<file path="config.mk">
export PLATFORM = sky130hd
export DESIGN_NAME = vm_cal_sequencer
export DESIGN_NICKNAME = d
export VERILOG_FILES = /design/src/rtl/fofb_seq_pkg.sv /design/src/rtl/vm_seq_rd_pipe.sv /design/src/rtl/vm_cal_sequencer.sv
export SDC_FILE = /design/constraint.sdc
export NUM_CORES = 1
export LEC_CHECK = 0
export CAP_MARGIN = 0
export CORE_MARGIN = 3
export CORE_UTILIZATION = 35
export CTS_CLUSTER_DIAMETER = 30
export DETAILED_ROUTE_END_ITERATION = 10
export HOLD_SLACK_MARGIN = 0.06
export SETUP_SLACK_MARGIN = 0.15
export SLEW_MARGIN = 20
export SYNTH_ARGS = -nofsm -noshare
export SYNTH_HDL_FRONTEND = slang
export SYNTH_SLANG_ARGS = --single-unit
</file>
<file path="constraint.sdc">
create_clock -name sysClk -period 8.1 [get_ports sysClk]
set_clock_uncertainty 0.15 [all_clocks]
set_input_delay 1.215 -clock sysClk [delete_from_list [all_inputs] [get_ports sysClk]]
set_output_delay 1.215 -clock sysClk [all_outputs]
set_load 0.01 [all_outputs]
</file>
<file path="src/rtl/fofb_seq_pkg.sv">
// fofb_seq_pkg: shared state encoding, widths and helpers for the FOFB mode sequencers
package fofb_seq_pkg;

    localparam int MAX_LEN = 512;
    localparam int FP32_W  = 32;
    localparam int ADDR_W  = 9;
    localparam int LEN_W   = ADDR_W + 1;
    localparam int CNT_W   = 16;

    typedef enum logic [1:0] {
        S_IDLE,
        S_ISSUE,
        S_WAIT,
        S_DONE
    } seq_state_t;

    function automatic logic [CNT_W-1:0] sat_inc(input logic [CNT_W-1:0] v);
        return (v == '1) ? v : v + CNT_W'(1);
    endfunction

endpackage

</file>
<file path="src/rtl/vm_seq_rd_pipe.sv">
// vm_seq_rd_pipe: aligns read valid/last with the 1-cycle RAM latency, then registers them with the read data
module vm_seq_rd_pipe
    import fofb_seq_pkg::*;
#(
    parameter int DATA_W = FP32_W
) (
    input  logic              sysClk,
    input  logic              sysRst_n,
    input  logic              rd_en,
    input  logic              rd_last,
    input  logic [DATA_W-1:0] rd_data,
    output logic              valid,
    output logic              last,
    output logic [DATA_W-1:0] data
);

    logic en_q;
    logic last_q;

    // first stage tracks the RAM access, second stage captures the returned word with its flags
    always_ff @(posedge sysClk) begin
        if (!sysRst_n) begin
            en_q   <= 1'b0;
            last_q <= 1'b0;
            valid  <= 1'b0;
            last   <= 1'b0;
            data   <= '0;
        end else begin
            en_q   <= rd_en;
            last_q <= rd_last;
            valid  <= en_q;
            last   <= last_q;
            if (en_q) data <= rd_data;
        end
    end

endmodule

</file>
<file path="src/rtl/vm_cal_sequencer.sv">
// vm_cal_sequencer: sequences one eigen-mode projection (Ut/pos reads -> mult streams -> wait for accumulator result)
module vm_cal_sequencer #(
    parameter int    MAX_LEN = fofb_seq_pkg::MAX_LEN,
    parameter int    TIMEOUT = 1023,
    parameter string DEBUG   = "false"
) (
    input  logic                              sysClk,
    input  logic                              sysRst_n,
    input  logic                              trig,
    input  logic                              enable,
    input  logic [fofb_seq_pkg::LEN_W-1:0]    vec_len,
    input  logic                              clr_status,
    output logic                              pos_rdEn,
    output logic [fofb_seq_pkg::ADDR_W-1:0]   pos_rdAddr,
    input  logic [fofb_seq_pkg::FP32_W-1:0]   pos_rdData,
    output logic                              ut_outValid,
    output logic [fofb_seq_pkg::ADDR_W-1:0]   ut_ramRdAddr,
    output logic [fofb_seq_pkg::FP32_W-1:0]   eigen_vec_in,
    output logic                              eigen_vec_tvalid,
    output logic                              s_ut_tvalid_t,
    output logic                              eigen_vec_tlast,
    input  logic                              eigen_update_trig,
    output logic                              busy,
    output logic                              done,
    output logic                              timeout_err,
    output logic                              len_err,
    output logic [fofb_seq_pkg::CNT_W-1:0]    overrun_cnt,
    output logic [fofb_seq_pkg::CNT_W-1:0]    calc_latency
);

    import fofb_seq_pkg::*;

    localparam int TO_W = $clog2(TIMEOUT + 1);

    (* mark_debug = DEBUG *) seq_state_t       state;
    (* mark_debug = DEBUG *) seq_state_t       nxt;
    (* mark_debug = DEBUG *) logic [ADDR_W-1:0] idx;
    (* mark_debug = DEBUG *) logic [LEN_W-1:0]  len_q;
    (* mark_debug = DEBUG *) logic [TO_W-1:0]   to_cnt;
    (* mark_debug = DEBUG *) logic [CNT_W-1:0]  lat_cnt;
    logic trig_d;
    logic rise;
    logic start;
    logic len_ok;
    logic last_issue;
    logic expired;
    logic rd_en;

    assign rise       = trig & ~trig_d;
    assign start      = (state == S_IDLE) & rise & enable;
    assign len_ok     = (vec_len != '0) && (vec_len <= LEN_W'(MAX_LEN));
    assign last_issue = (state == S_ISSUE) && ({1'b0, idx} == len_q - LEN_W'(1));
    assign expired    = (state == S_WAIT) && (to_cnt == TO_W'(TIMEOUT));

    // state register
    always_ff @(posedge sysClk) begin
        if (!sysRst_n) state <= S_IDLE;
        else           state <= nxt;
    end

    // next state and state-decoded outputs; a result in the timeout cycle still wins
    always_comb begin
        nxt   = state;
        rd_en = 1'b0;
        busy  = 1'b1;
        done  = 1'b0;
        unique case (state)
            S_IDLE: begin
                busy = 1'b0;
                nxt  = (start && len_ok) ? S_ISSUE : S_IDLE;
            end
            S_ISSUE: begin
                rd_en = 1'b1;
                nxt   = last_issue ? S_WAIT : S_ISSUE;
            end
            S_WAIT:  nxt = eigen_update_trig ? S_DONE : (expired ? S_IDLE : S_WAIT);
            S_DONE: begin
                done = 1'b1;
                nxt  = S_IDLE;
            end
            default: nxt = S_IDLE;
        endcase
    end

    assign pos_rdEn     = rd_en;
    assign ut_outValid  = rd_en;
    assign pos_rdAddr   = rd_en ? idx : '0;
    assign ut_ramRdAddr = pos_rdAddr;

    // trig edge detect, element index, timeout and latency counters
    always_ff @(posedge sysClk) begin
        if (!sysRst_n) begin
            trig_d       <= 1'b0;
            idx          <= '0;
            len_q        <= '0;
            to_cnt       <= '0;
            lat_cnt      <= '0;
            calc_latency <= '0;
        end else begin
            trig_d <= trig;
            if (start) begin
                len_q <= vec_len;
                idx   <= '0;
            end else if (state == S_ISSUE && !last_issue) begin
                idx <= idx + ADDR_W'(1);
            end
            to_cnt  <= (state == S_WAIT) ? to_cnt + TO_W'(1) : '0;
            lat_cnt <= start ? '0 : sat_inc(lat_cnt);
            if (state == S_WAIT && eigen_update_trig) calc_latency <= sat_inc(lat_cnt);
        end
    end

    // sticky status; a new event in the clear cycle takes precedence over the clear
    always_ff @(posedge sysClk) begin
        if (!sysRst_n) begin
            len_err     <= 1'b0;
            timeout_err <= 1'b0;
            overrun_cnt <= '0;
        end else begin
            len_err     <= (start && !len_ok) || (len_err && !clr_status);
            timeout_err <= (expired && !eigen_update_trig) || (timeout_err && !clr_status);
            overrun_cnt <= (rise && state != S_IDLE) ? sat_inc(overrun_cnt) :
                           clr_status ? '0 : overrun_cnt;
        end
    end

    vm_seq_rd_pipe #(.DATA_W(FP32_W)) u_rd_pipe (
        .sysClk   (sysClk),
        .sysRst_n (sysRst_n),
        .rd_en    (rd_en),
        .rd_last  (last_issue),
        .rd_data  (pos_rdData),
        .valid    (eigen_vec_tvalid),
        .last     (eigen_vec_tlast),
        .data     (eigen_vec_in)
    );

    assign s_ut_tvalid_t = eigen_vec_tvalid;

endmodule

</file>
-- After elaboration in Yosys (flattened, before gate mapping)
Index checks and enable logic that the tools add are counted.
- logic and storage cells: 71
- bits in registers: 118
- input port bits: 48
- output and inout port bits: 91
- reduce and logical (&&, ||, !) cells: 24
- bitwise logic cells: 5
- equality and inequality tests: 8
- magnitude comparators: 1
- add/sub/neg operators: 5
- muxes and demuxes: 13
- operators by type and width (operator ; number):
    $mux 16 ; 4
    $add 16x1->16 const B ; 2
    $eq 16x16->1 const B ; 2
    $logic_and 1x1->1 ; 11
    $add 10x1->10 const B ; 1
    $eq 10x10->1 const B ; 1
    $eq 9x10->1 ; 1
    $le 10x10->1 const B ; 1
    $reduce_bool 10->1 ; 1
    $sub 10x1->10 const B ; 1
    $add 9x1->9 const B ; 1
    $mux 9 ; 1
    $pmux 2 s4 ; 1
    $mux 2 ; 3
    $eq 2x2->1 const B ; 2
    $logic_not 1->1 ; 4
    $mux 1 ; 4
    $reduce_and 2->1 ; 2
    $reduce_bool 2->1 ; 2
    $and 1x1->1 ; 3
    $eq 2x1->1 const B ; 1
    $logic_not 2->1 ; 1
    $logic_or 1x1->1 ; 2
    $ne 2x2->1 const B ; 1
    other kinds (2) ; 3

-- Depth between registers and ports, before layout
Gate-level depths: netlist (run 1).
- word-level depth: 7
- gate-level depth with buffers: 10

-- Hierarchy
Synthesis (run 1) repeated with hierarchy kept, for this count alone.
- cells, all modules: 589
- area, all modules: 5376.4 um2
- by module, submodules not included (module ; instances ; cells an instance ; area each (um2)):
    vm_cal_sequencer ; 1 ; 478 ; 4027.6
    vm_seq_rd_pipe ; 1 ; 111 ; 1348.8

-- Least setup slack after synthesis (run 1)
Ideal clock, no wire load.
- path type: input port to flip-flop
- start point: in trig
- end point: reg overrun_cnt[8] in the netlist's numbering
- arrival time: 2567 ps
- path slack: 5313 ps
- buffers on the path: 1
- data required time: 7880 ps
- stages on the path: 7
- path through: nor2b_1 > nor2b_1 > o21ai_0 > or3_1 > clkbuf_1 > or3_1 > a21oi_1
- word-level cells in the longest chain between the ends: 4
- elaborated cells on any way between the ends: 6
- classes of those cells: eq/ne (1); mux (1); bitwise (1); reduce/logical (3)
- RTL lines (element ; RTL line ; source):
    start: declaration ; vm_cal_sequencer.sv:9 ; input logic trig,
    $and 1x1->1 * ; vm_cal_sequencer.sv:49 ; assign rise = trig & ~trig_d;
    $logic_and 1x1->1 * ; vm_cal_sequencer.sv:122 ; overrun_cnt <= (rise && state != S_IDLE) ? sat_inc(overrun_cnt) :
    $ne 2x2->1 (no source line) / $reduce_bool 2->1 (equally long branches) ; n/a ;
    $reduce_and 2->1 (no source line) ; n/a ;
    end signal: assignment ; vm_cal_sequencer.sv:122 ;
    end: declaration ; vm_cal_sequencer.sv:27 ; output logic [fofb_seq_pkg::CNT_W-1:0] overrun_cnt,
Every way passes the cells marked *; elsewhere a longest branch is shown, timed or not.
A chain may end at the register's enable or synchronous reset.

-- Worst setup path in the final report (run 1)
- start point: in sysRst_n
- end point: reg idx[0]
- word-level cells in the longest chain between the ends: 2
- RTL lines (element ; RTL line ; source):
    start: declaration ; vm_cal_sequencer.sv:8 ; input logic sysRst_n,
    $not 1->1 (no source line) ; n/a ;
    $reduce_or 2->1 (no source line) ; n/a ;
    end signal: assignment ; vm_cal_sequencer.sv:105 ; idx <= idx + ADDR_W'(1);
    end: declaration ; vm_cal_sequencer.sv:37 ; (* mark_debug = DEBUG *) logic [ADDR_W-1:0] idx;
Every way passes these cells.

==> flow_metrics.py, run 1 <==
metrics = {
    "die": {
        "core_area_sq_um": 14100,
        "die_area_sq_um": 16120,
        "rows": 43,
        "start_util_pct": 36.33,
        "dieHeight_um": 127.0,
        "die_w_um": 127.0,
        "io_pins": 139,
    },
    "synthesis": {
        "synth_area_sq_um": 5121,
        "syn_avg_cell_area_sq_um": 8.799,
        "synth.distinct_cells": 46,
        "syn-instance-count": 582,
        "ys_warn_count": 0,
        "synth_seq_cells": 118,
        "synth.net_count": 635,
        "synth_edf_count": 0,
        "synthArstFlopShare_pct": 0,
        "ys.flop_type": "dfxtp_1",
        "ys_seq_area_share_pct": 46.13,
    },
    "power_and_ir_drop": {
        "p_comb_share_pct": 6.4,
        "p_per_area_nw_per_um2": 193.7,
        "netSwitchingFraction_pct": 20.90,
        "switching_power_uw": 287.0,
        "internal_power_uw": 1087,
        "clockPowerShare_pct": 49.9,
        "power_frac_seq_pct": 43.7,
        "ir_drop_v": 0.0001444,
        "leakagePower_uw": 0.002561,
    },
    "global_route": {
        "grt_overflow": 0,
        "grt_pass1_vias": 4471,
        "grt.total_usage_pct": 16.59,
        "grt_pass1_wl_um": 21770,
        "grt_max_degree": 60,
        "antenna_found_initial": 0,
    },
    "clocking": {
        "cts_setup_buffers": 0,
        "tritoncts": "built",
        "cts_sinks": 118,
        "clk_pin_slew_ns": 0.05,
        "clockBufferDepth": 2,
        "htree_levels": 4,
        "cts_resized": 0,
        "hold_buffers": 0,
        "cts_root_buf": "clkbuf_16",
        "clock_latency_ns": 0.40,
        "numCtsBuffers": 17,
    },
    "critical_path": {
        "cp_max_fo": 59,
        "end_kind": "register",
        "r2r_cells": 9,
        "path_class": "in -> reg",
        "cp.arrival_ns": 4.07,
        "cp-start-kind": "primary input",
        "required_ns": 8.28,
    },
    "drt": {
        "routed_wl_um": 13210,
        "ant_nets": 0,
        "routedWlPerCell_um": 14.77,
        "drt_pass1_iterations": 4,
        "vias": 4454,
        "drc_errors": 0,
        "first_iter_violations": 204,
        "viasPerCell": 4.982,
    },
    "finish": {
        "final_common_cell": "clkdlybuf4s50_1",
        "ff_latch_area_sq_um": 2364,
        "final_cell_mix": "clkdlybuf4s50_1 (138), dfxtp_1 (117), nor2_1 (106), mux2i_1 (48), nand2_1 (32)",
        "diodes": 0,
        "final_nets": 756,
        "drive_gt1_share_pct": 4.762,
        "multi_input_area_sq_um": 2530,
        "fill_cells": 1305,
        "areaGrowthSynthToFinish_pct": 38.46,
    },
    "timing": {
        "max_slew_margin_pct": 33.41,
        "finalCriticalPeriod_ns": 3.886,
        "min_period_over_period_pct": 47.97,
        "drv_slew": 0,
        "hold_viol": 0,
        "tns_ns": 0,
        "rsz0062_at_grt": "no",
        "fmax_ghz": 0.2573,
        "worst_hold_slack_ns": 0.2879,
        "setup_viol": 0,
        "worst_pin_slew_ns": 0.9989,
    },
    "flow_run": {
        "drv_cap": 0,
    },
    "placement": {
        "portBuffers": 138,
        "globalplace.congestion": 0.8170,
        "post-dp-hpwl_um": 9562,
    },
    "hold_path": {
        "hp-class": "reg -> reg",
        "holdPathStages": 1,
    },
    "status": {
        "status": "complete, no violations",
    },
}
==> cells by family after synthesis <==
group / share of synthesized area [%]
and+or+nand+nor: 24.04
adders and majority gates: 1.222
AOI/OAI and AO/OA: 8.429
buffers and inverters: 4.471
muxes: 9.382
DFF: 46.13
xor gates and xnor gates: 6.328
==> layer usage <==
| layer | vias up | wire, um | global-route usage, % |
|---|---|---|---|
| li1 | 2241 | - | - |
| met1 | 2112 | 5777 | 19.71 |
| met2 | 83 | 6799 | 28.58 |
| met3 | 18 | 425 | 4.126 |
| met4 | 0 | 202 | 6.814 |
| met5 | - | 0 | 0 |
==> power groups by stage <==
stage | combinational [uW] | sequential, uW | clock [uW]
2_1_floorplan | 46.6 | 609 | 0
3_3_place_gp | 87.2 | 611 | 0
3_5_place_dp | 88.4 | 611 | 0
4_1_cts | 88.8 | 599 | 703
5_1_grt | 96.1 | 600 | 729
6_report | 88.1 | 600 | 686
==> flip-flops by register name (all words and copies together) (netlist names), 2 cells and up <==
signal	cells
overrun_cnt	16
u_rd_pipe.data	32
state	2
calc_latency	16
idx	9
len_q	10
lat_cnt	16
to_cnt	10
==> worst paths after layout <==
check / startpoint / to / slack (ns)
max: sysRst_n / idx[0] / 4.21
min: u_rd_pipe.last_q / u_rd_pipe.last / 0.29
max reg2reg: len_q[0] / idx[6] / 5.17
min reg2reg: u_rd_pipe.last_q / u_rd_pipe.last / 0.29
==> per-stage QoR <==
stage | instance area (sq um) | setup WS (ns) | std cells | total power [uW] | util (%)
2_1_floorplan | 5121 | 5.313 | 582 | 655.4 | -
3_3_place_gp | 6545 | 4.164 | 864 | 698.0 | 46.43
3_5_place_dp | 6545 | 4.099 | 864 | 699.6 | 46.43
4_1_cts | 7089 | 4.325 | 894 | 1391 | 50.29
5_1_grt | 7091 | 3.961 | 894 | 1426 | 50.30
6_report | 7091 | 4.214 | 894 | 1374 | 50.30
==> critical path, cell delays in order <==
cell             delay, ns
clkdlybuf4s50_1       1.02
clkinv_2              0.93
a31oi_1               0.66
nand2_1               0.11
o21ai_1               0.13
==> final cells by class <==
type / instances / share of cell area [%]
well taps: 180 / 3.176
clock inverters: 4 / 0.6353
clock buffers: 26 / 7.041
multi-input cells: 416 / 35.68
repair buffers: 138 / 19.48
inverters: 12 / 0.6529
flip-flops and latches: 118 / 33.33
==> synth_stat cells, drive strengths merged (2+ instances only) <==
| library cell | count | share of area, % |
|---|---|---|
| dfxtp | 118 | 46 |
| nor2 | 108 | 8.1 |
| mux2i | 48 | 9.4 |
| nand2 | 32 | 2.3 |
| nand3 | 29 | 2.8 |
| a21oi | 26 | 2.5 |
| o21ai | 21 | 2.1 |
| xor2 | 19 | 3.2 |
| buf | 18 | 2.3 |
| clkbuf | 18 | 1.3 |
| xnor2 | 18 | 3.1 |
| and2 | 15 | 1.8 |
| inv | 12 | 0.88 |
| nor3 | 12 | 1.2 |
| nand4 | 11 | 1.3 |
| or3 | 9 | 1.2 |
| and3 | 7 | 0.86 |
| nor2b | 7 | 0.86 |
| or4 | 7 | 1.0 |
| ha | 5 | 1.2 |
| a211oi | 4 | 0.59 |
| and4 | 4 | 0.68 |
| nand2b | 4 | 0.49 |
| o2111ai | 4 | 0.68 |
| o31ai | 4 | 0.59 |
| nor4 | 3 | 0.37 |
| o21a | 3 | 0.44 |
| a31oi | 2 | 0.24 |
| o211ai | 2 | 0.29 |
| or2 | 2 | 0.24 |
Note: power is estimated with default switching activity, not from simulation.
==> run 2, diff against run 1 <==
clock period = 3.8 ns   (was 8.1 ns; I/O delays follow)
==> flow_metrics.py, run 2 (synthesized netlist as in run 1, its figures left out) <==
metrics = {
    "timing": {
        "fmax_ghz": 0.3231,
        "worst_slack_ns": 0.7048,
        "min_period_over_period_pct": 81.45,
        "rsz0062_at_grt": "no",
        "hold_viol": 0,
        "max_slew_margin_pct": 34.07,
        "setup_viol": 0,
        "drv_slew": 0,
        "tns_ns": 0,
        "finalCriticalPeriod_ns": 3.095,
        "worst_pin_slew_ns": 0.9889,
    },
    "clocking": {
        "clk_pin_slew_ns": 0.05,
        "numCtsBuffers": 17,
        "cts_sinks": 118,
        "tritoncts": "built",
        "cts_setup_buffers": 0,
        "clock_latency_ns": 0.42,
        "hold_buffers": 0,
        "cts_root_buf": "clkbuf_16",
        "cts_resized": 0,
        "htree_levels": 4,
        "clockBufferDepth": 2,
    },
    "finish": {
        "largest_reg_flops": 32,
        "final_common_cell": "clkdlybuf4s50_1",
        "final_cell_mix": "clkdlybuf4s50_1 (138), dfxtp_1 (117), nor2_1 (106), mux2i_1 (48), nand2_1 (32)",
        "regMostFlops": "u_rd_pipe.data",
        "final_nets": 760,
        "areaGrowthSynthToFinish_pct": 40.83,
        "layoutNonFillerInstCount": 900,
        "diodes": 0,
        "drive_gt1_share_pct": 6.111,
    },
    "critical_path": {
        "path_class": "reg -> out",
        "cp-start-kind": "register",
        "cp_max_fo": 12,
        "cp.arrival_ns": 2.38,
        "end_kind": "primary output",
        "required_ns": 3.08,
    },
    "die": {
        "die_w_um": 127.0,
        "die_area_sq_um": 16120,
        "start_util_pct": 36.33,
        "core_area_sq_um": 14100,
        "rows": 43,
        "io_pins": 139,
        "dieHeight_um": 127.0,
    },
    "placement": {
        "post-dp-hpwl_um": 9570,
        "globalplace.congestion": 0.8664,
        "portBuffers": 138,
        "pre_cts_ws_ns": 0.9701,
        "place_inst": 868,
    },
    "hold_path": {
        "hp-class": "reg -> reg",
    },
    "flow_run": {
        "drv_cap": 0,
    },
    "global_route": {
        "grt.total_usage_pct": 16.36,
        "antenna_found_initial": 0,
        "grt_pass1_wl_um": 21280,
        "grt_overflow": 0,
        "grt_max_degree": 36,
        "grt_pass1_vias": 4319,
    },
    "drt": {
        "viasPerCell": 4.949,
        "routed_wl_um": 12980,
        "vias": 4454,
        "routedWlPerCell_um": 14.42,
        "drc_errors": 0,
        "first_iter_violations": 247,
        "drt_pass1_iterations": 4,
        "ant_nets": 0,
    },
    "power_and_ir_drop": {
        "leakagePower_uw": 0.002607,
        "p_per_area_nw_per_um2": 443.2,
        "ir_drop_v": 0.0004361,
    },
    "status": {
        "status": "complete, no violations",
    },
}
[run 2: cell types whose count changed in the layout (fill, tap and decap cells not counted), sizes merged]
cell      previous run  this run
bufinv               1         5
clkinvlp             0         5
buf                  0         4
inv                 11        12
clkbuf              26        18
[run 2: layout make-up]
type | instances | area [sq um]
clock inverter | 14 | 207.7
sequential | 118 | 2364
timing repair buffer | 142 | 1411
inverter | 12 | 45.04
clock buffer | 18 | 429.2
tap | 180 | 225.2
fill | 1295 | 6884
multi-input combinational | 416 | 2530
[run 2: metrics by stage]
step / hold WS [ns] / power (uW) / area [sq um] / util [%]
global route: 0.3110 / 3314 / 7212 / 51.16
floorplan: 0.2619 / 1397 / 5121 / -
finish: 0.2906 / 3196 / 7212 / 51.16
detailed placement: 0.2790 / 1495 / 6575 / 46.64
CTS: 0.2953 / 3233 / 7212 / 51.16
global placement: 0.2788 / 1492 / 6575 / 46.64
[run 2: per-layer routing]
layer / global-route usage [%] / vias to the layer above / share of wire [%]
li1: - / 2251 / -
met1: 20.10 / 2079 / 43
met2: 26.81 / 100 / 50
met3: 4.632 / 24 / 4.1
met4: 7.066 / 0 / 2.5
met5: 0 / - / 0
[run 2: path summary, 6_finish.rpt]
check	startpoint	end	slack [ns]	depth (start not counted)
worst max-delay path	state[0]	pos_rdAddr[2]	0.70	5
worst min register to register	u_rd_pipe.last_q	u_rd_pipe.last	0.29	1
worst max register to register	len_q[0]	idx[6]	0.97	9
worst min-delay path	u_rd_pipe.last_q	u_rd_pipe.last	0.29	1
[run 2: power by group]
| part | internal, uW | switching [uW] |
|---|---|---|
| logic | 106 | 86.6 |
| clock network | 1160 | 572 |
| registers | 1260 | 20.9 |
| total | 2520 | 680 |
[run 2: critical path, stage by stage (launching register included)]
cell             delay (ns)
dfxtp_1                0.39
or2b_2                 0.37
inv_1                  0.26
nand2_1                0.24
inv_1                  0.16
clkdlybuf4s50_1        0.55
==> run 3, diff against run 2 <==
clock period = 2.9 ns   (was 3.8 ns; I/O delays follow)
==> flow_metrics.py, run 3 (synthesized netlist as in run 1, its figures left out) <==
metrics = {
    "critical_path": {
        "path_cells": "or3_4 > or4_1 > or3_1 > a32o_2 > nor2_2 > or3_1 > a21oi_1",
        "cp-start-kind": "register",
        "required_ns": 3.03,
        "slowest_delay_ns": 0.50,
        "end_kind": "register",
        "r2r_cells": 7,
        "path_class": "reg -> reg",
        "cp_common_cell": "or3_1",
        "cp_slowest_cell": "or4_1",
        "r2r-end": "idx[5]",
        "r2r-start": "len_q[2]",
        "cp.arrival_ns": 2.84,
        "reg2reg_slack_ns": 0.19,
        "crit_family": "simple AND/OR/NAND/NOR gates",
        "cp_max_fo": 8,
        "cp_num_buf_inv": 0,
    },
    "power_and_ir_drop": {
        "p_total_uw": 3980,
        "netSwitchingFraction_pct": 21.31,
        "ir_drop_v": 0.0003473,
        "leakagePower_uw": 0.002670,
        "clockPowerShare_pct": 51.4,
        "switching_power_uw": 848.2,
        "p_comb_share_pct": 6.5,
        "internal_power_uw": 3132,
        "p_per_area_nw_per_um2": 551.3,
        "power_frac_seq_pct": 42.1,
    },
    "clocking": {
        "cts_sinks": 118,
        "hold_buffers": 0,
        "clk_pin_slew_ns": 0.05,
        "clock_latency_ns": 0.41,
        "clockBufferDepth": 2,
        "cts_root_buf": "clkbuf_16",
        "numCtsBuffers": 17,
        "tritoncts": "built",
        "htree_levels": 4,
    },
    "placement": {
        "placed_area_sq_um": 6598,
        "portBuffers": 138,
        "post-dp-hpwl_um": 9785,
        "globalplace.congestion": 0.8493,
    },
    "die": {
        "io_pins": 139,
        "core_area_sq_um": 14100,
        "die_area_sq_um": 16120,
        "dieHeight_um": 127.0,
        "rows": 43,
        "die_w_um": 127.0,
        "start_util_pct": 36.33,
    },
    "timing": {
        "setup_viol": 0,
        "drv_slew": 0,
        "tns_ns": 0,
        "finalCriticalPeriod_ns": 2.713,
        "worst_pin_slew_ns": 1.015,
        "max_slew_margin_pct": 32.31,
        "fmax_ghz": 0.3686,
        "min_period_over_period_pct": 93.55,
        "rsz0062_at_grt": "yes",
        "worst_hold_slack_ns": 0.3047,
        "hold_viol": 0,
    },
    "status": {
        "status": "complete, no violations",
    },
    "global_route": {
        "antenna_found_initial": 0,
        "grt_pass1_wl_um": 22090,
        "grt_max_degree": 54,
        "grt.total_usage_pct": 16.92,
        "grt_overflow": 0,
        "grt_pass1_vias": 4499,
    },
    "hold_path": {
        "min-delay-start": "to_cnt[0]",
        "hp-class": "reg -> reg",
        "whs_endpoint": "to_cnt[0]",
        "holdPathStages": 1,
    },
    "drt": {
        "vias": 4490,
        "routed_wl_um": 13410,
        "ant_nets": 0,
        "viasPerCell": 4.972,
        "drt_pass1_iterations": 4,
        "routedWlPerCell_um": 14.85,
        "first_iter_violations": 158,
        "drc_errors": 0,
    },
    "finish": {
        "fill_cells": 1322,
        "regMostFlops": "u_rd_pipe.data",
        "final_cell_mix": "clkdlybuf4s50_1 (135), dfxtp_1 (116), nor2_1 (106), mux2i_1 (48), nand2_1 (32)",
        "largest_reg_flops": 32,
        "final_nets": 764,
        "drive_gt1_share_pct": 7.469,
        "final_cell_area_sq_um": 7219,
        "areaGrowthSynthToFinish_pct": 40.97,
        "final_common_cell": "clkdlybuf4s50_1",
        "diodes": 0,
    },
    "flow_run": {
        "drv_cap": 0,
    },
}
## run 3: cell count changes in the layout (fill, tap and decap cells not counted), moves of 3 or more
| cell | change |
|---|---|
| dlymetal6s2s_1 | +3 |
| buf_4 | +3 |
| bufinv_16 | -3 |
| clkdlybuf4s50_1 | -3 |
| clkinvlp_4 | -3 |
| clkbuf_8 | +4 |
## run 3: how the worst max path moves through the flow
stage	from	endpoint	slack [ns]	cells after the start
CTS	len_q[0]	idx[6]	0.15	9
global placement	len_q[0]	idx[6]	0.21	9
detailed placement	len_q[0]	idx[6]	0.09	9
finish	len_q[2]	idx[5]	0.19	7
global route	len_q[0]	idx[6]	0.11	9
floorplan	len_q[2]	state[0]	0.34	8
## run 3: area by class of cell
class | instances | area (sq um) | share of cell area [%]
Clock inverter | 9 | 100.1 | 1.386
Timing Repair Buffer | 145 | 1441 | 19.97
Tap cell | 180 | 225.2 | 3.120
Clock buffer | 22 | 484.2 | 6.707
Inverter | 12 | 45.04 | 0.6239
Sequential cell | 118 | 2365 | 32.76
Multi-Input combinational cell | 417 | 2559 | 35.44
## run 3: power groups by stage
| stage | Sequential, uW | Clock [uW] | Combinational, uW |
|---|---|---|---|
| final | 1670 | 2040 | 261 |
| after global routing | 1680 | 2190 | 285 |
| after CTS | 1670 | 2100 | 257 |
| after detailed placement | 1710 | 0 | 254 |
| after global placement | 1710 | 0 | 250 |
| after floorplan | 1700 | 0 | 130 |
## run 3: timing repair
item,CTS,global route
setup endpoints to repair,2,29
pin swaps,0,2
buffers inserted,0,0
gates resized for setup,1,10
gates cloned,0,1
## run 3: layer usage
layer | wire length [um] | vias up | global-route usage [%]
li1 | - | 2263 | -
met1 | 5850 | 2126 | 20.77
met2 | 6858 | 88 | 28.80
met3 | 598 | 13 | 4.926
met4 | 101 | 0 | 4.984
met5 | 0 | - | 0
## run 3: stage by stage
step	util [%]	setup slack (ns)	instances
6_report	51.22	0.1871	903
3_3_place_gp	46.80	0.2065	871
3_5_place_dp	46.80	0.08954	871
2_1_floorplan	-	0.3357	582
5_1_grt	51.22	0.1079	903
4_1_cts	50.99	0.1531	902
